==> src/rtl/pulse_generator_pkg.sv <==
// Shared definitions for the pulse generator: state encoding and default
// counter width.
package pulse_generator_pkg;

  localparam int unsigned CNT_W_DEFAULT = 8;

  // Encoding 2'd3 is unused; the FSM recovers from it to IDLE.
  typedef enum logic [1:0] {
    IDLE = 2'd0,
    HIGH = 2'd1,
    GAP  = 2'd2
  } state_t;

endpackage : pulse_generator_pkg

==> src/rtl/pulse_down_counter.sv <==
// Loadable saturating down-counter shared by the HIGH and GAP phases.
// Ports:
//   clk        - clock, rising edge
//   rst        - synchronous active-high reset, clears the count
//   i_load     - load i_load_val (priority over i_en)
//   i_load_val - value to load
//   i_en       - decrement by one; holds at zero
//   o_count    - current count
//   o_zero     - count is zero
module pulse_down_counter
  import pulse_generator_pkg::*;
#(
  parameter int unsigned CNT_W = CNT_W_DEFAULT
) (
  input  logic             clk,
  input  logic             rst,
  input  logic             i_load,
  input  logic [CNT_W-1:0] i_load_val,
  input  logic             i_en,
  output logic [CNT_W-1:0] o_count,
  output logic             o_zero
);

  logic [CNT_W-1:0] r_count;

  // Saturate at zero so the count can never wrap.
  always_ff @(posedge clk) begin
    if (rst) begin
      r_count <= '0;
    end else if (i_load) begin
      r_count <= i_load_val;
    end else if (i_en && (r_count != '0)) begin
      r_count <= r_count - CNT_W'(1);
    end
  end

  assign o_count = r_count;
  assign o_zero  = (r_count == '0);

endmodule : pulse_down_counter

==> src/rtl/pulse_generator.sv <==
// Trigger-started pulse generator: emits pulse_len cycles high followed by a
// mandatory gap_len-cycle low period, with done/overrun strobes.
// Build option: define PULSE_GENERATOR_RETRIGGER_EN to let a trigger during
// the high phase restart the high time with the current pulse_len.
// Ports:
//   clk       - clock, rising edge
//   rst       - synchronous active-high reset
//   trigger   - one-cycle start request
//   pulse_len - high time in cycles, sampled on acceptance
//   gap_len   - low time after the pulse in cycles, sampled on acceptance
//   pulse_out - registered pulse
//   busy      - registered, high during the pulse and the gap
//   done      - registered one-cycle strobe in the first low cycle
//   overrun   - registered one-cycle strobe after a rejected trigger
module pulse_generator
  import pulse_generator_pkg::*;
#(
  parameter int unsigned CNT_W = CNT_W_DEFAULT
) (
  input  logic             clk,
  input  logic             rst,
  input  logic             trigger,
  input  logic [CNT_W-1:0] pulse_len,
  input  logic [CNT_W-1:0] gap_len,
  output logic             pulse_out,
  output logic             busy,
  output logic             done,
  output logic             overrun
);

  state_t           r_state;
  state_t           w_next_state;
  logic [CNT_W-1:0] r_gap;
  logic [CNT_W-1:0] w_cnt;
  logic             w_zero;
  logic             w_last;
  logic             w_load;
  logic [CNT_W-1:0] w_load_val;
  logic             w_en;
  logic             w_accept;
  logic             w_retrig;
  logic             w_done;
  logic             w_overrun;

  pulse_down_counter #(
    .CNT_W (CNT_W)
  ) u_cnt (
    .clk        (clk),
    .rst        (rst),
    .i_load     (w_load),
    .i_load_val (w_load_val),
    .i_en       (w_en),
    .o_count    (w_cnt),
    .o_zero     (w_zero)
  );

  // The count holds the cycles remaining in the current phase, including
  // this one; a zero count is treated as last so a phase can never stall.
  assign w_last = (w_cnt == CNT_W'(1)) || w_zero;

  // Next-state, counter control and strobe decode.
  always_comb begin
    w_next_state = r_state;
    w_load       = 1'b0;
    w_load_val   = '0;
    w_en         = 1'b0;
    w_accept     = 1'b0;
    w_retrig     = 1'b0;
    w_done       = 1'b0;
    w_overrun    = 1'b0;

    case (r_state)
      IDLE: begin
        if (trigger) begin
          w_accept = 1'b1;
          if (pulse_len != '0) begin
            w_next_state = HIGH;
            w_load       = 1'b1;
            w_load_val   = pulse_len;
          end else begin
            // Zero-length pulse: finish immediately, still honour the gap.
            w_done = 1'b1;
            if (gap_len != '0) begin
              w_next_state = GAP;
              w_load       = 1'b1;
              w_load_val   = gap_len;
            end
          end
        end
      end

      HIGH: begin
`ifdef PULSE_GENERATOR_RETRIGGER_EN
        // A zero pulse_len on a retrigger leaves the running pulse untouched.
        if (trigger && (pulse_len != '0)) begin
          w_retrig = 1'b1;
        end
`else
        if (trigger) begin
          w_overrun = 1'b1;
        end
`endif
        if (w_retrig) begin
          w_load     = 1'b1;
          w_load_val = pulse_len;
        end else if (w_last) begin
          w_done = 1'b1;
          if (r_gap != '0) begin
            w_next_state = GAP;
            w_load       = 1'b1;
            w_load_val   = r_gap;
          end else begin
            w_next_state = IDLE;
            w_en         = 1'b1;
          end
        end else begin
          w_en = 1'b1;
        end
      end

      GAP: begin
        if (trigger) begin
          w_overrun = 1'b1;
        end
        w_en = 1'b1;
        if (w_last) begin
          w_next_state = IDLE;
        end
      end

      default: begin
        w_next_state = IDLE;
      end
    endcase
  end

  // State and registered outputs; outputs reflect the state being entered.
  always_ff @(posedge clk) begin
    if (rst) begin
      r_state   <= IDLE;
      r_gap     <= '0;
      pulse_out <= 1'b0;
      busy      <= 1'b0;
      done      <= 1'b0;
      overrun   <= 1'b0;
    end else begin
      r_state   <= w_next_state;
      pulse_out <= (w_next_state == HIGH);
      busy      <= (w_next_state != IDLE);
      done      <= w_done;
      overrun   <= w_overrun;
      if (w_accept) begin
        r_gap <= gap_len;
      end
    end
  end

endmodule : pulse_generator

==> config.mk <==
export PLATFORM = sky130hd
export DESIGN_NAME = pulse_generator
export DESIGN_NICKNAME = d
export VERILOG_FILES = /design/src/rtl/pulse_generator_pkg.sv /design/src/rtl/pulse_down_counter.sv /design/src/rtl/pulse_generator.sv
export SDC_FILE = /design/constraint.sdc
export NUM_CORES = 1
export LEC_CHECK = 0
export ABC_AREA = 1
export BUFFER_PORTS_ARGS = -buffer_cell sky130_fd_sc_hd__buf_4
export CORE_MARGIN = 2
export CORE_UTILIZATION = 35
export DETAILED_ROUTE_END_ITERATION = 16
export HOLD_SLACK_MARGIN = 0.03
export SLEW_MARGIN = 20
export SYNTH_ARGS = -nofsm -noshare
export SYNTH_HDL_FRONTEND = slang
export SYNTH_SLANG_ARGS = --single-unit
==> constraint.sdc <==
create_clock -name clk -period 4.45 [get_ports clk]
set_clock_uncertainty 0.2 [all_clocks]
set_input_delay 0 -clock clk [delete_from_list [all_inputs] [get_ports clk]]
set_output_delay 0 -clock clk [all_outputs]
set_load 0.03 [all_outputs]
==> metrics.txt <==
total CTS buffers=3; port bufs=22; clock share of power=0.215; Switching Fraction=0.411; Max Fclk=about 360 MHz; outcome=complete, no violations; Yosys top cell area share=0.284; cells taking the most area after synthesis=dfxtp_1 28%, nand2_1 14%, nor2_1 10%, inv_1 7.5%, nand3_1 6.8%; power share of the combinational group=0.483; worst path required time=4.41 ns; CTS tree=yes; HP Class=input pin to register; Detailed Routing Iterations Pass 1=4; hpwl dp=2860 um; CP max-delay cell=dlygate4sd3_1; Nets=307; fin crit share=0.629; die area=between 4000 and 5000 um2; Final Core Density=0.467; Hold Crit Start=pulse_len[3]; Syn Inst Count=239; first-pass GRT wire length=between 6000 and 7000 um; Hold Path End=u_cnt.o_count[3]$_SDFFE_PP0P_; DIE WIDTH=70.6 um; Final Critical Period=2.80 ns; filler-free cell count of the finished design=332; total power=0.875 mW; leading area contributor after synthesis=dfxtp_1; static leakage=0.985 nW; drt via density=about 4.7; Main synth FF type=dfxtp_1; RSZ-0062 raised after global routing=no; Avg Cell Area, Syn=6.50 um2; placed instance area=1770 um2; Die H=between 70 and 80 um; clk root buf=clkbuf_8; ANT nets after route=0; drt total wl=3690 um; Worst-Margin Slew=0.433 ns; Worst-Skew Late Latency=0.26 ns; Initial Utilization=0.359; routability cong.=0.836; antenna cells=0; unique cell type count in the Yosys netlist=26; initial antenna violation count=0; internal power=0.515 mW; critical path capture point type=register; CTS clk-pin slew, worst paths=0.08 ns; R2R Path Start=r_state[0]$_SDFF_PP0_; peak supply drop=roughly 0.21 mV; CP max stage delay=about 0.55 ns; Post-Place Worst Slack=around 2.1 ns; via count=1,554; Yosys reg bits=22; final slew viol count=0; worst hold slack=0.0586 ns; Setup CP Type=register to register; vias in the first global route=1,544; max-cap viol count=0; Seq/Total Area, Yosys=0.284; final setup fails=0; crit path cell chain=inv_1, ha_1, nand2_1, inv_1, nand3_1, nand2_1, dlygate4sd3_1, nor2_1, o21ai_0, nor2_1, nor2_1; Psw=0.359 mW; Final Hold Vio Count=0; arrival time at the worst endpoint=about 2.8 ns; post-route setup TNS=0 ns; FF-to-FF setup slack=1.65 ns; EDFF count, synth=0; P per Cell Area=433 nW/um2; CTS Sinks=22; WL per Instance=roughly 11 um; largest net degree at the start of global routing=17; grt ovf=0; Synth-to-Final Area Change=30.1%; drt initial violations=90; most used cell, CP=nor2_1; global-route usage over all layers=0.168; crit start category=register; Syn Nets=between 200 and 300; r2r worst-path depth=11; num rows=24; synth cell count leaders=58 x nand2_1, 43 x nor2_1, 31 x inv_1; placed cells=310; CP Max Fanout=16; worst hold path depth=7; Core Box Area=roughly 4300 um2; clk buf depth=2; layout cell share with drive strength beyond 1=0.154; sequential power share=0.302; final worst setup slack=1.65 ns; post-route cell area=2020 um2; Ys Warns=0; top-count cell post-synth=nand2_1; filler cell count=464; # DRC=0; R2R Path End=u_cnt.o_count[2]$_SDFFE_PP0P_; CTS H-tree lvls=1; io pins=23; Post-Syn Area=1550 um2; headroom to the max-slew limit=0.710; Post-synth ARST share=0
==> final cells by class <==
cell class	count	area, um2	share of cell area
Timing Repair Buffer	40	345	0.171
Sequential cell	22	440	0.218
Tap cell	52	65.1	0.0322
Clock inverter	1	30.0	0.0149
Inverter	34	133	0.0656
Multi-Input combinational cell	180	966	0.478
Clock buffer	3	41.3	0.0204
==> worst max-delay path: cells and delay by family (launching register included) <==
kind / cells / cell delay (ns)
adder cells (fa/ha/maj): 1 / 0.22
buffers and inverters: 3 / 0.96
flip-flops: 1 / 0.38
AO/OA/AOI/OAI: 1 / 0.09
AND/OR/NAND/NOR: 6 / 0.85
==> layer usage <==
layer  routed length, um  vias to the layer above  global-route usage
met5                   0                        -                   0
met4                  51                        0              0.0503
met3                 113                        4              0.0185
met2                1880                       35               0.297
met1                1650                      687               0.215
li1                    -                      828                   -
==> kinds of logic after synthesis <==
group / Yosys count / synth area share
AOI/OAI and AO/OA: 31 / 0.107
xor gates and xnor gates: 4 / 0.0226
adders and majority gates: 7 / 0.0564
buffers and inverters: 37 / 0.0943
DFF: 22 / 0.284
and+or+nand+nor: 138 / 0.436
==> worst max path at each step <==
stage / from / endpoint / slack (ns) / depth (start not counted)
2_1_floorplan: r_state[1]$_SDFF_PP0_ / u_cnt.o_count[4]$_SDFFE_PP0P_ / 2.68 / 12
3_3_place_gp: r_state[0]$_SDFF_PP0_ / u_cnt.o_count[6]$_SDFFE_PP0P_ / 2.22 / 10
3_5_place_dp: r_state[0]$_SDFF_PP0_ / u_cnt.o_count[6]$_SDFFE_PP0P_ / 2.15 / 10
4_1_cts: r_state[0]$_SDFF_PP0_ / u_cnt.o_count[2]$_SDFFE_PP0P_ / 1.64 / 11
5_1_grt: r_state[0]$_SDFF_PP0_ / u_cnt.o_count[2]$_SDFFE_PP0P_ / 1.32 / 11
6_report: r_state[0]$_SDFF_PP0_ / u_cnt.o_count[2]$_SDFFE_PP0P_ / 1.65 / 11
==> cell usage in the layout (no fill, tap or decap) <==
master         netlist  layout
o21ai_2              1       1
xnor2_1              2       2
inv_6                1       1
dlygate4sd3_1        0      18
o21bai_1             3       3
nor3_1               1       1
o21ai_0             14      14
nor2_2               1       1
nand2_1             58      58
nand2_8              1       1
xor2_1               2       2
nand3_1             21      21
bufinv_16            0       1
nor2_4               3       3
inv_1               31      31
nor2_8               2       2
dfxtp_1             22      22
buf_4                0      22
inv_2                1       1
nand4_1              1       1
clkinv_1             1       1
ha_1                 7       7
a21oi_1             13      13
nand2_4              3       3
nand2_2              2       2
nor2_1              43      43
clkbuf_8             0       3
nand3_4              2       2
==> what timing repair did <==
action | in CTS | in global routing
buffers inserted | 0 | 0
hold endpoints to repair | 22 | 0
gates resized for setup | 0 | 0
hold buffers | 18 | 0
==> power groups by stage <==
stage	sequential, mW	clock [mW]	combinational [mW]
2_1_floorplan	0.273	0	0.316
3_3_place_gp	0.270	0	0.415
3_5_place_dp	0.270	0	0.411
4_1_cts	0.265	0.192	0.426
5_1_grt	0.271	0.203	0.482
6_report	0.265	0.188	0.422
==> flip-flops by register name (all words and copies together), names as in the netlist <==
register / cells
pulse_out: 1
overrun: 1
r_state: 2
u_cnt.o_count: 8
busy: 1
done: 1
r_gap: 8
(Power assumes the default switching activity.)
